[src/rtl/binary_to_bcd_if.sv]
// Handshake and result bus between a conversion requester and binary_to_bcd.
interface binary_to_bcd_if #(
  parameter int unsigned BIN_WIDTH = 16,
  parameter int unsigned DIGITS    = 5
);
  logic                   start;
  logic [BIN_WIDTH-1:0]   binary;
  logic                   ready;
  logic                   valid;
  logic [4*DIGITS-1:0]    bcd;
  logic                   overflow;

  modport master (
    output start,
    output binary,
    input  ready,
    input  valid,
    input  bcd,
    input  overflow
  );

  modport slave (
    input  start,
    input  binary,
    output ready,
    output valid,
    output bcd,
    output overflow
  );
endinterface

[src/rtl/binary_to_bcd.sv]
// Sequential double-dabble converter: one binary bit per clock into packed BCD
// digits, with a start/ready/valid handshake and a sticky overflow flag.
module binary_to_bcd #(
  parameter int unsigned BIN_WIDTH = 16,
  parameter int unsigned DIGITS    = 5
) (
  input  logic            clock,
  input  logic            reset,
  binary_to_bcd_if.slave  bus
);

  localparam int unsigned BCD_W = 4 * DIGITS;
  localparam int unsigned CNT_W = $clog2(BIN_WIDTH + 1);

  typedef enum logic {
    IDLE  = 1'b0,
    SHIFT = 1'b1
  } state_e;

  state_e               state_q, state_d;
  logic [BIN_WIDTH-1:0] shift_q, shift_d;
  logic [BCD_W-1:0]     scratch_q, scratch_d;
  logic                 ovf_scr_q, ovf_scr_d;
  logic [CNT_W-1:0]     cnt_q, cnt_d;
  logic [BCD_W-1:0]     bcd_q, bcd_d;
  logic                 ovf_q, ovf_d;
  logic                 valid_q, valid_d;
  logic                 ready_q, ready_d;

  logic [BCD_W-1:0]     adj_c;
  logic [BCD_W-1:0]     shifted_c;
  logic                 carry_c;
  logic                 last_c;

  // Final iteration of a conversion is in flight this cycle.
  assign last_c = (state_q == SHIFT) && (cnt_q == CNT_W'(1));

  // State register.
  always_ff @(posedge clock) begin
    if (reset) begin
      state_q <= IDLE;
    end else begin
      state_q <= state_d;
    end
  end

  // Next-state logic: accept start only when idle, return after the last bit.
  always_comb begin
    state_d = state_q;
    case (state_q)
      IDLE:    if (bus.start) state_d = SHIFT;
      SHIFT:   if (last_c)    state_d = IDLE;
      default: state_d = IDLE;
    endcase
  end

  // Add-3 correction on every scratch digit, then one-bit left shift of
  // {scratch, shift}; the bit leaving the top digit marks >= 10^DIGITS.
  always_comb begin
    adj_c = scratch_q;
    for (int unsigned k = 0; k < DIGITS; k++) begin
      if (scratch_q[4*k +: 4] >= 4'd5) begin
        adj_c[4*k +: 4] = scratch_q[4*k +: 4] + 4'd3;
      end
    end
    carry_c   = adj_c[BCD_W-1];
    shifted_c = (adj_c << 1) | BCD_W'(shift_q[BIN_WIDTH-1]);
  end

  // Output/datapath next values; results only move on the completing edge.
  always_comb begin
    shift_d   = shift_q;
    scratch_d = scratch_q;
    ovf_scr_d = ovf_scr_q;
    cnt_d     = cnt_q;
    bcd_d     = bcd_q;
    ovf_d     = ovf_q;
    valid_d   = 1'b0;
    ready_d   = ready_q;
    case (state_q)
      IDLE: begin
        if (bus.start) begin
          shift_d   = bus.binary;
          scratch_d = '0;
          ovf_scr_d = 1'b0;
          cnt_d     = CNT_W'(BIN_WIDTH);
          ready_d   = 1'b0;
        end
      end
      SHIFT: begin
        shift_d   = shift_q << 1;
        scratch_d = shifted_c;
        ovf_scr_d = ovf_scr_q | carry_c;
        cnt_d     = cnt_q - CNT_W'(1);
        if (last_c) begin
          bcd_d   = shifted_c;
          ovf_d   = ovf_scr_q | carry_c;
          valid_d = 1'b1;
          ready_d = 1'b1;
        end
      end
      default: begin
        ready_d = 1'b1;
      end
    endcase
  end

  // Datapath and registered handshake outputs.
  always_ff @(posedge clock) begin
    if (reset) begin
      shift_q   <= '0;
      scratch_q <= '0;
      ovf_scr_q <= 1'b0;
      cnt_q     <= '0;
      bcd_q     <= '0;
      ovf_q     <= 1'b0;
      valid_q   <= 1'b0;
      ready_q   <= 1'b1;
    end else begin
      shift_q   <= shift_d;
      scratch_q <= scratch_d;
      ovf_scr_q <= ovf_scr_d;
      cnt_q     <= cnt_d;
      bcd_q     <= bcd_d;
      ovf_q     <= ovf_d;
      valid_q   <= valid_d;
      ready_q   <= ready_d;
    end
  end

  assign bus.ready    = ready_q;
  assign bus.valid    = valid_q;
  assign bus.bcd      = bcd_q;
  assign bus.overflow = ovf_q;

endmodule
[src/flat_wrapper.sv]
// flat-port wrapper written by rule: the top's interface ports become plain ports
module binary_to_bcd_flat 
#(
  parameter int unsigned BIN_WIDTH = 16,
  parameter int unsigned DIGITS    = 5
)
  (clock, reset, bus_start, bus_binary, bus_ready, bus_valid, bus_bcd, bus_overflow);
  binary_to_bcd_if #(.BIN_WIDTH(BIN_WIDTH), .DIGITS(DIGITS)) bus_i ();
  input  logic clock;
  input  logic reset;
  input wire logic [$bits(bus_i.start)-1:0] bus_start;
  input wire logic [$bits(bus_i.binary)-1:0] bus_binary;
  output wire logic [$bits(bus_i.ready)-1:0] bus_ready;
  output wire logic [$bits(bus_i.valid)-1:0] bus_valid;
  output wire logic [$bits(bus_i.bcd)-1:0] bus_bcd;
  output wire logic [$bits(bus_i.overflow)-1:0] bus_overflow;
  assign bus_i.start = bus_start;
  assign bus_i.binary = bus_binary;
  assign bus_ready = bus_i.ready;
  assign bus_valid = bus_i.valid;
  assign bus_bcd = bus_i.bcd;
  assign bus_overflow = bus_i.overflow;
  binary_to_bcd #(.BIN_WIDTH(BIN_WIDTH), .DIGITS(DIGITS)) u_core (.clock(clock), .reset(reset), .bus(bus_i));
endmodule
[config.mk]
export PLATFORM = sky130hd
export DESIGN_NAME = binary_to_bcd_flat
export DESIGN_NICKNAME = d
export VERILOG_FILES = /design/src/rtl/binary_to_bcd_if.sv /design/src/rtl/binary_to_bcd.sv /design/src/flat_wrapper.sv
export SDC_FILE = /design/constraint.sdc
export NUM_CORES = 1
export LEC_CHECK = 0
export CAP_MARGIN = 10
export CORE_MARGIN = 10
export CORE_UTILIZATION = 54
export CTS_CLUSTER_SIZE = 24
export DETAILED_ROUTE_END_ITERATION = 7
export PLACE_DENSITY = 0.89
export SYNTH_ARGS = -nofsm -noshare
export SYNTH_HDL_FRONTEND = slang
export SYNTH_SLANG_ARGS = --single-unit
[constraint.sdc]
create_clock -name clock -period 1.8 [get_ports clock]
set_input_delay 0.45 -clock clock [delete_from_list [all_inputs] [get_ports clock]]
set_output_delay 0.45 -clock clock [all_outputs]
set_load 0.02 [all_outputs]
# == Yosys cells after proc, flatten, opt, wreduce, memory -nomap -nowiden ==
# Cells that the tools add are included.
# op_classes
n_mux,19
n_reduce_logical,4
n_lt_le_gt_ge,5
addsub,6
eq_ne,3
bitwise,3
# op_table
operator,n
$pmux W20 S2,1
$pmux W16 S2,1
$add A4 B2 Y4 const B,5
$ge A4 B3 Y1 const B,5
$mux W20,1
$mux W4,5
$or A20 B1 Y20,1
$mux W16,1
$pmux W5 S2,1
$pmux W1 S2,3
$eq A5 B1 Y1 const B,1
$mux W1,5
$mux W5,1
$sub A5 B1 Y5 const B,1
$ne A2 B2 Y1 const B,2
$reduce_and A2 Y1,2
$reduce_or A2 Y1,1
$logic_and A1 B1 Y1,1
$not A1 Y1,1
$or A1 B1 Y1,1
# totals
wordCells,49
input_bits,19
output_inout_bits,23
ff_bits,66

# == Logic depth before layout (Yosys ltp) ==
# depth
word_depth,4
depth_mapped,8
depth_no_buf,6

# == Worst setup path before layout ==
# Ideal clock, no wire load.
# synth_timing
kind,input port to flip-flop
startpoint,input port bus_start
endpoint,register u_core.shift_q[6]
arrival_ns,1.320
required_time_ns,1.672
path_stages,6
n_path_buf,2
path_slack_ns,0.353
setup_ns,0.128
path_cell_list,buf_2 buf_2 mux2i_1 nor2_1 a21oi_1 nor2_1
# synth_via
elab_chain_cells,1
# synth_lines
item,line,source
start: declaration,flat_wrapper.sv:11,input wire logic [$bits(bus_i.start)-1:0] bus_start;
$ne A2 B2 Y1 (no line),-,
end signal: assignment,binary_to_bcd.sv:120,shift_q <= shift_d;
end: declaration,binary_to_bcd.sv:21,"logic [BIN_WIDTH-1:0] shift_q, shift_d;"
# Every way passes these cells.
# A chain may end at the register's enable or synchronous reset.

# == Worst setup path in the final report ==
# layout_timing
startpoint,register u_core.bcd_q[0] (netlist: u_core.bus.bcd[0])
endpoint,output port bus_bcd[0]
# layout_lines
item,line,source
start: declaration,binary_to_bcd.sv:25,"logic [BCD_W-1:0] bcd_q, bcd_d;"
start signal: assignment,binary_to_bcd.sv:115,bcd_q <= '0;
start signal: assignment,binary_to_bcd.sv:124,bcd_q <= bcd_d;
end: declaration,flat_wrapper.sv:15,output wire logic [$bits(bus_i.bcd)-1:0] bus_bcd;
# No word-level cell between the ends.

==> reports/qor.txt <==
sequential share of the synthesized area -> 45.4%
vias in the first global route -> 2371
first-pass GRT wire length -> 10.8 mm
die area -> 8720 µm²
via count -> 2419
CP cell instances -> clkdlybuf4s50_1
Sw Share -> 23.7%
Pleak -> 0.00141 µW
status -> complete, no violations
Detail Route Antenna Nets -> 0
multi-input logic area -> 1430 µm²
Async SR Flop Fraction -> 0%
Yosys reg bits -> 66
Net Count, Synth -> 344
most common cell after layout, fill and taps aside -> dfxtp_1
Num CTS Buffers -> 9
Clk pwr share -> 40.3%
worst hold path type -> reg -> reg
deepest clock path buffer count -> 2
Die Wd -> 93.4 µm
Worst path slowest cell -> clkdlybuf4s50_1
post-synthesis area per instance -> 9.29 µm²
Area Growth Syn to Fin -> 23.7%
Congestion Overflow GR -> 0
Tmin final -> 1760 ps
final WL -> 6.54 mm
CTS tree -> done
fin. max-slew vios -> 0
Starting DRT DRC Count -> 92
Worst R2R Setup Slack -> 230 ps
GPL Wtd Cong -> 0.849
critical path type -> reg -> out
critical path required time -> 1350 ps
via density per instance -> 5.57
crit end category -> primary output
Clk Tree Root Cell -> clkbuf_8
Antenna Cells -> 0
Reg area -> 1320 µm²
Starting Density -> 56.2%
Reg clk slew, reported paths -> 70 ps
synthesized instance count -> 313
Die Span Y -> 93.4 µm
most frequent cells in the layout -> 66 x dfxtp_1, 42 x nor2_1, 41 x clkdlybuf4s50_1
dpl ws -> -59.3 ps
f_max -> 0.569 GHz
hold buffer count at cts -> 0
max-cap violation count -> 0
crit path max fanout -> 2
mapped cell area -> 2910 µm²
initial antenna violation count -> 0
Main synth FF type -> dfxtp_1
CP startpoint kind -> flop
Max IR drop VDD -> 0.577 mV
post-DP HPWL -> 4.55 mm
Switch Pwr -> 710 µW
Yosys warning total -> 0
pwr/cell area -> 833 nW/µm²
Clk Latency, worst-skew pair -> 350 ps
Fillers -> 399
RSZ-0062 raised after global routing -> no
WL/cell -> 15.1 µm
CP peak stage delay -> 630 ps
Worst EP arrival -> 1310 ps
core area -> 5170 µm²
Clock Sinks -> 66
Reg power frac -> 50.9%
Slew headroom -> 58.0%
period utilization -> 97.6%
Fin Hold WS -> 440 ps
Internal Power -> 2290 µW
Worst-Margin Slew -> 627 ps
Worst Skew -> 8.82 ps
DR pass1 iterations -> 5
row cnt -> 26
drt drc -> 0
I/O pin cnt -> 42
post-CTS sizing -> 0
Crit path max-delay family -> buffers and inverters
pin count of the biggest net entering global routing -> 50
Total GRT Usage -> 15.4%
post-CTS setup buffer count -> 0
Comb power frac -> 8.9%
nets@finish -> 391
Final setup viols -> 0
Final Hold Vio Count -> 0
unique cell type count in the Yosys netlist -> 33
worst path buffer plus inverter count -> 1
Port Buffer Count -> 41
setup ws final -> 43.1 ps
Max H-tree Level -> 3
share of cells above drive strength 1 -> 7.69%
Post-synth EDFFs -> 0
final timing paths:
path	start	to	cells past startpoint
setup reg to reg	u_core.scratch_q[17]$_SDFFE_PP0P_	u_core.scratch_q[18]$_SDFFE_PP0P_	6
setup / recovery	u_core.bus.bcd[0]$_SDFFE_PP0P_	bus_bcd[0]	1
hold reg to reg	u_core.bus.ready$_SDFFE_PP1P_	u_core.bus.ready$_SDFFE_PP1P_	2
hold / removal	u_core.bus.ready$_SDFFE_PP1P_	u_core.bus.ready$_SDFFE_PP1P_	2
Yosys cell counts (all sizes together) (5+ instances only):
library cell | number | area [µm²]
a21oi | 35 | 175
nor3 | 6 | 30.0
o2bb2ai | 5 | 43.8
mux2i | 21 | 210
buf | 10 | 71.3
nor3b | 10 | 86.3
nor2 | 42 | 158
xnor2 | 5 | 43.8
nand2 | 12 | 45.0
nand2b | 11 | 68.8
o21ai | 17 | 85.1
clkbuf | 7 | 26.3
inv | 13 | 48.8
a22o | 25 | 219
ha | 12 | 150
dfxtp | 66 | 1320
metrics by stage:
step	instance area [µm²]	instances	total power, µW	utilization (%)	TNS, ps
2_1_floorplan	2910	313	1720	-	0
3_3_place_gp	3410	419	1810	66.0	0
3_5_place_dp	3410	419	1820	66.0	-206
4_1_cts	3600	434	3010	69.5	0
5_1_grt	3600	434	3100	69.5	0
6_report	3600	434	3000	69.5	0
layout make-up:
class / count / area share [%]
Clock buffer: 12 / 4.03
Clock inverter: 3 / 1.11
Inverter: 14 / 1.81
Multi-Input combinational cell: 216 / 39.6
Sequential cell: 66 / 36.7
Tap cell: 70 / 2.43
Timing Repair Buffer: 53 / 14.3
logic make-up (layout without fill, tap and decap cells):
group	Yosys count	count (layout)	synth area share, %
adders and majority gates	12	12	5.16
and+or+nand+nor	91	91	15.7
muxes	21	21	7.23
xor gates and xnor gates	5	5	1.51
buffers and inverters	31	82	5.59
AOI/OAI and AO/OA	87	87	19.4
DFF	66	66	45.4
worst reg2reg max path: cells and delay by family, from the launching register on:
| family | cells | cell delay [ps] |
|---|---|---|
| compound gates | 2 | 430 |
| flops | 1 | 330 |
| fa+ha+maj | 1 | 290 |
| mux | 1 | 290 |
| buf+inv | 1 | 100 |
| simple gates | 1 | 80 |
routing by layer:
layer	vias to the layer above	track usage [%]	wire, µm	share of wire (%)
met4	0	8.74	157	2.4
li1	1194	-	-	-
met5	-	0	0	0
met2	58	26.0	3160	48
met1	1152	16.9	2860	44
met3	15	4.72	360	5.5
registers in the layout, indices dropped and copies added, names as in the netlist:
signal / cells
u_core.ovf_scr_q: 1
u_core.cnt_q: 5
u_core.bus.valid: 1
u_core.shift_q: 16
u_core.scratch_q: 20
u_core.state_q: 1
u_core.bus.ready: 1
u_core.bus.overflow: 1
u_core.bus.bcd: 20
power groups by stage:
| stage | combinational (µW) | sequential [µW] | clock (µW) |
|---|---|---|---|
| after global placement | 252 | 1550 | 0 |
| after floorplan | 170 | 1550 | 0 |
| after global routing | 291 | 1530 | 1280 |
| after CTS | 266 | 1520 | 1220 |
| after detailed placement | 262 | 1560 | 0 |
| final | 265 | 1530 | 1210 |
(Power assumes the default switching activity.)
==> variant 1 (same flow settings) <==
`DIGITS` is set to 5 in 3 places; all go to 6.
--- a/src/rtl/binary_to_bcd_if.sv
+++ b/src/rtl/binary_to_bcd_if.sv
@@ -1,7 +1,7 @@
 // Handshake and result bus between a conversion requester and binary_to_bcd.
 interface binary_to_bcd_if #(
   parameter int unsigned BIN_WIDTH = 16,
-  parameter int unsigned DIGITS    = 5
+  parameter int unsigned DIGITS    = 6
 );
   logic                   start;
   logic [BIN_WIDTH-1:0]   binary;
--- a/src/rtl/binary_to_bcd.sv
+++ b/src/rtl/binary_to_bcd.sv
@@ -2,7 +2,7 @@
 // digits, with a start/ready/valid handshake and a sticky overflow flag.
 module binary_to_bcd #(
   parameter int unsigned BIN_WIDTH = 16,
-  parameter int unsigned DIGITS    = 5
+  parameter int unsigned DIGITS    = 6
 ) (
   input  logic            clock,
   input  logic            reset,
--- a/src/flat_wrapper.sv
+++ b/src/flat_wrapper.sv
@@ -2,7 +2,7 @@
 module binary_to_bcd_flat 
 #(
   parameter int unsigned BIN_WIDTH = 16,
-  parameter int unsigned DIGITS    = 5
+  parameter int unsigned DIGITS    = 6
 )
   (clock, reset, bus_start, bus_binary, bus_ready, bus_valid, bus_bcd, bus_overflow);
   binary_to_bcd_if #(.BIN_WIDTH(BIN_WIDTH), .DIGITS(DIGITS)) bus_i ();
Interface: changed (resized bus_bcd); port bits go from 42 to 46. The function was not compared with the original's and may differ.
==> variant 1 against the original RTL <==
Synthesized area up 12%. Via count up 10%. Final area up 12%. Largest cell class unchanged. Critical path type unchanged. Total power up 9.2%. Wire length up 7.3%. Critical path depth unchanged. Final cell count up 11%. Largest power group unchanged. Worst setup slack better by 0.0031 ns. Sequential cell count up 8.
==> variant 1: results (changes against the original RTL) <==
{| class="wikitable"
! Metric !! Value
|-
| XOR/XNOR Fraction of Synth Area || 1.88% (was 1.51%)
|-
| Clk cell area share || 4.90% (was 5.15%)
|-
| Width of the die || 97.6 µm (was 93.4 µm)
|-
| Placed instance area || 3790 µm² (was 3410 µm²)
|-
| Fraction of final layout cells sized beyond drive strength 1 || 7.14% (was 7.69%)
|-
| Count of multi-input gates || 246 (was 216)
|-
| TritonRoute pass-1 iters || 4 (was 5)
|-
| Area taken by flip-flops and latches || 1480 µm² (was 1320 µm²)
|-
| Transition time at the pin with the least slew margin || 0.713 ns (was 0.627 ns)
|-
| First-pass GRT wire length || 12.2 mm (was 10.8 mm)
|-
| Outcome || complete, no violations (unchanged)
|-
| R2R Path End || u_core.scratch_q[22] (was u_core.scratch_q[18])
|-
| Count of plain and timing-repair buffers in the layout || 54 (was 53)
|-
| Peak supply drop || 0.560 mV (was 0.577 mV)
|-
| Global router's overall resource usage || 15.0% (was 15.4%)
|-
| Met1 Wirelength || 3.15 mm (was 2.86 mm)
|-
| Via count of the first global-routing pass || 2709 (was 2371)
|-
| Synth cell types || 32 (was 33)
|-
| Maximum number of pins on one net before global-route repair || 42 (was 50)
|-
| Fraction of the mapped netlist area in adder cells || 5.38% (was 5.16%)
|-
| Layout filler cell count || 493 (was 399)
|-
| Syn_nets || 388 (was 344)
|-
| Clk_skew || 0.0133 ns (was 0.00882 ns)
|-
| Fraction of area in multi-input gates || 40.5% (was 39.6%)
|-
| Leakage || 1.72 nW (was 1.41 nW)
|-
| Via count normalized by instance count || 5.54 (was 5.57)
|-
| Leading post-synthesis cells by cell area || dfxtp_1, a22o_1, mux2i_1 (unchanged)
|-
| Clock Sinks || 74 (was 66)
|-
| Met2 demand-to-capacity share in global routing || 25.0% (was 26.0%)
|-
| Net total in the final layout || 434 (was 391)
|-
| Met3 track demand over resource in global routing || 5.55% (was 4.72%)
|-
| Total Routed Length || 7.02 mm (was 6.54 mm)
|-
| Count of buffers from port buffering || 45 (was 41)
|-
| Uppermost routed layer || met4 (unchanged)
|-
| Crit path capture || bus_bcd[1] (was bus_bcd[0])
|-
| Crit path from || u_core.bus.bcd[1] (was u_core.bus.bcd[0])
|-
| Share of the synthesized area in compound gates (AO/OA/AOI/OAI) || 19.7% (was 19.4%)
|-
| Met2 routed wirelength || 3.30 mm (was 3.16 mm)
|-
| Maximum cell stage delay along the critical path || 0.61 ns (was 0.63 ns)
|-
| Worst r2r src || u_core.scratch_q[21] (was u_core.scratch_q[17])
|-
| Wire length on met3 || 459 µm (was 360 µm)
|-
| Multiplexer share of the synthesized area || 7.08% (was 7.23%)
|-
| Number of logic inverters in the finished layout || 16 (was 14)
|-
| Most instantiated cells after synthesis || dfxtp_1, nor2_1, a21oi_1 (unchanged)
|-
| Worst reg2reg setup slack || 0.19 ns (was 0.23 ns)
|-
| Detailed placer's ending HPWL || 4.98 mm (was 4.55 mm)
|}
-- variant 1: cell types whose count changed after synthesis, sizes merged, moves of 2 or more --
cell,delta
a21oi,+5
o21ai,+8
nand3b,-2
ha,+2
nand2b,+3
o2bb2ai,-5
nand2,+9
xnor2,+2
buf,+3
inv,+3
mux2i,+2
dfxtp,+8
nor3b,+2
a22o,+6
-- variant 1: per-stage QoR --
stage	TNS [ns]	hold slack, ns	util, %	instances	worst slack, ns
floorplan	0	0.454	-	355	0.396
global placement	-6.20	0.436	64.3	465	-0.255
detailed placement	-9.11	0.440	64.3	465	-0.330
CTS	0	0.452	67.7	481	0.0138
global route	0	0.466	68.2	481	0.000108
finish	0	0.445	68.2	481	0.0461
-- variant 1: report_power, final --
part | leakage, nW | internal, mW | total, mW | switching (mW)
Sequential | 0.600 | 1.67 | 1.71 | 0.0327
Clock | 0.0966 | 0.680 | 1.29 | 0.615
Combinational | 1.02 | 0.126 | 0.273 | 0.147
==> variant 2 (config.mk and constraints unchanged) <==
Made on the original files. Make the reset (`reset`) asynchronous in 2 clocked blocks.
--- a/src/rtl/binary_to_bcd.sv
+++ b/src/rtl/binary_to_bcd.sv
@@ -36,7 +36,7 @@
   assign last_c = (state_q == SHIFT) && (cnt_q == CNT_W'(1));
 
   // State register.
-  always_ff @(posedge clock) begin
+  always_ff @(posedge clock or posedge reset) begin
     if (reset) begin
       state_q <= IDLE;
     end else begin
@@ -106,7 +106,7 @@
   end
 
   // Datapath and registered handshake outputs.
-  always_ff @(posedge clock) begin
+  always_ff @(posedge clock or posedge reset) begin
     if (reset) begin
       shift_q   <= '0;
       scratch_q <= '0;
Check against the original RTL: differs if reset is asserted again (counterexample within 4 cycles, from zero or initial values and one cycle with reset high); with reset held inactive, the same outputs for 10 cycles.
==> variant 2 against the original RTL <==
Wire length grew 3.9%. Synthesized area grew 10%. Worst setup slack gained 0.0021 ns. Sequential cell count is the same. Via count shrank 5.7%. Final area grew 10%. Critical path depth is the same. Global-route usage shrank 0.72 points. Fmax grew 0.12%.
Power is not compared: it rests on default switching activity, and its combinational part moved more than twofold at a synthesized area within 25%.
==> variant 2: results (changes against the original RTL) <==
{| class="wikitable"
! Metric !! Value
|-
| Outcome || complete, no violations (unchanged)
|-
| Buffer type at the clock tree root || clkbuf_8 (unchanged)
|-
| Multiplexer share of the synthesized area || 14.0% (was 7.23%)
|-
| Total setup buffers inserted after CTS || 0 (unchanged)
|-
| # H-tree levels || 3 (unchanged)
|-
| Flip-flop cell with the highest count after synthesis || dfrtp_1 (was dfxtp_1)
|-
| Starting DRC count in detailed routing || 117 (was 92)
|-
| Leakage || 1.95 nW
|-
| Resize count post-CTS || 4 (was 0)
|-
| Yosys warnings || 0 (unchanged)
|-
| Fraction of final layout cells sized beyond drive strength 1 || 10.5% (was 7.69%)
|-
| XOR/XNOR Fraction of Synth Area || 1.91% (was 1.51%)
|-
| Share of flip-flops with an asynchronous set or reset after synthesis || 100% (was 0%)
|-
| Via count normalized by instance count || 5.48 (was 5.57)
|-
| Share of the synthesized area in compound gates (AO/OA/AOI/OAI) || 11.3% (was 19.4%)
|-
| First-pass GRT wire length || 11.6 mm (was 10.8 mm)
|-
| Total Routed Length || 6.79 mm (was 6.54 mm)
|-
| Number of antenna violations at the first check in global routing || 0 (unchanged)
|-
| Number of endpoints failing setup at the final stage || 0 (unchanged)
|-
| TritonCTS Buffers || 9 (unchanged)
|-
| Most instantiated cells after synthesis || dfrtp_1, mux2i_1, nand2_1 (was dfxtp_1, nor2_1, a21oi_1)
|-
| Depth of the worst register-to-register path || 6 (unchanged)
|-
| Maximum number of pins on one net before global-route repair || 76 (was 50)
|-
| Leading post-synthesis cells by cell area || dfrtp_1, mux2i_1, ha_1 (was dfxtp_1, a22o_1, mux2i_1)
|-
| Synth cell types || 27 (was 33)
|-
| CTS Buffer Depth || 2 (unchanged)
|-
| CP Max Fanout || 2 (unchanged)
|-
| CP arrival || ~1.3 ns
|-
| Count of buffers from port buffering || 41 (unchanged)
|-
| Kind of cell adding the most delay to the critical path || buffers and inverters (unchanged)
|-
| Class of the worst hold path || reg2reg (unchanged)
|-
| Syn_nets || 327 (was 344)
|-
| Layout filler cell count || 369 (was 399)
|-
| Maximum cell stage delay along the critical path || 0.61 ns (was 0.63 ns)
|-
| Cell depth of the worst min-delay path || 2 (unchanged)
|-
| Peak supply drop || 0.928 mV
|-
| Relative slew slack || 78.3% (was 58.0%)
|-
| Gpl congestion || 0.778 (was 0.849)
|-
| Global router's overall resource usage || 14.7% (was 15.4%)
|-
| Net total in the final layout || 370 (was 391)
|-
| Detailed placer's ending HPWL || 4.71 mm (was 4.55 mm)
|-
| Via count of the first global-routing pass || 2398 (was 2371)
|-
| TritonRoute pass-1 iters || 4 (was 5)
|-
| Worst slack at placement || -0.00372 ns (was -0.0593 ns)
|-
| Fraction of the mapped netlist area in adder cells || 4.69% (was 5.16%)
|-
| Clock latency reported for the late side of the worst-skew pair || 0.35 ns (about the same)
|-
| Clk_skew || 0.00995 ns (was 0.00882 ns)
|-
| Sequential cell area fraction in the yosys report || 51.6% (was 45.4%)
|}
[variant 2: cell count changes after synthesis, moves of 6 or more]
cell / delta
mux2_4: +6
nand2_1: +17
a21o_1: +12
nor3b_1: +6
a22o_1: -25
mux2i_1: +9
a21oi_1: -9
dfxtp_1: -66
nor2_1: -27
dfrtp_1: +65
[variant 2: final timing paths]
path / from / endpoint / slack [ns]
hold / removal: u_core.shift_q[10] / u_core.shift_q[11] / 0.49
setup / recovery: u_core.bus.bcd[6] / bus_bcd[6] / 0.05
hold reg to reg: u_core.shift_q[10] / u_core.shift_q[11] / 0.49
max in group asynchronous: reset / u_core.bus.ready / 1.02
setup reg to reg: u_core.scratch_q[0] / u_core.bus.bcd[2] / 0.11
min in group asynchronous: reset / u_core.shift_q[3] / 0.50
[variant 2: kinds of logic after synthesis]
family                     count (synthesis)
AOI/OAI and AO/OA                         64
xor gates and xnor gates                   7
adders and majority gates                 12
buffers and inverters                     30
DFF                                       66
muxes                                     41
and+or+nand+nor                           76
[variant 2: power breakdown]
group	switching [mW]	internal [mW]	total, mW
logic	1.66	1.56	3.22
registers	0.487	2.15	2.64
clock network	0.569	0.813	1.38
total	2.71	4.52	7.24
[variant 2: worst reg2reg max path: cells and delay by family (launching register included)]
family                     cells  cell delay (ns)
and+or+nand+nor                1             0.08
buffers and inverters          1             0.10
adders and majority gates      1             0.21
DFF                            1             0.43
AOI/OAI and AO/OA              1             0.27
muxes                          2             0.53
[variant 2: per-layer routing]
metal	global-route usage [%]	vias up	share of wire [%]	wire, µm
met5	0	-	0	0
met4	7.10	0	2.3	154
met3	3.48	15	3.7	254
met2	26.0	42	54	3690
met1	16.1	1126	40	2700
li1	-	1097	-	-
[variant 2: area by class of cell]
class / count / area [µm²] / share of cell area, %
Clock inverter: 5 / 77.6 / 1.96
Sequential cell: 66 / 1650 / 41.8
Tap cell: 72 / 90.1 / 2.28
Multi-Input combinational cell: 200 / 1400 / 35.4
Inverter: 14 / 56.3 / 1.42
Clock buffer: 11 / 141 / 3.57
Timing Repair Buffer: 48 / 538 / 13.6
[variant 2: stage by stage]
stage	cells	cell area (µm²)	TNS [ns]	utilization, %
finish	416	3960	0	70.1
global route	416	3960	0	70.1
CTS	416	3940	0	69.8
floorplan	296	3210	0	-
detailed placement	400	3730	-0.00372	66.0
global placement	400	3730	0	66.0
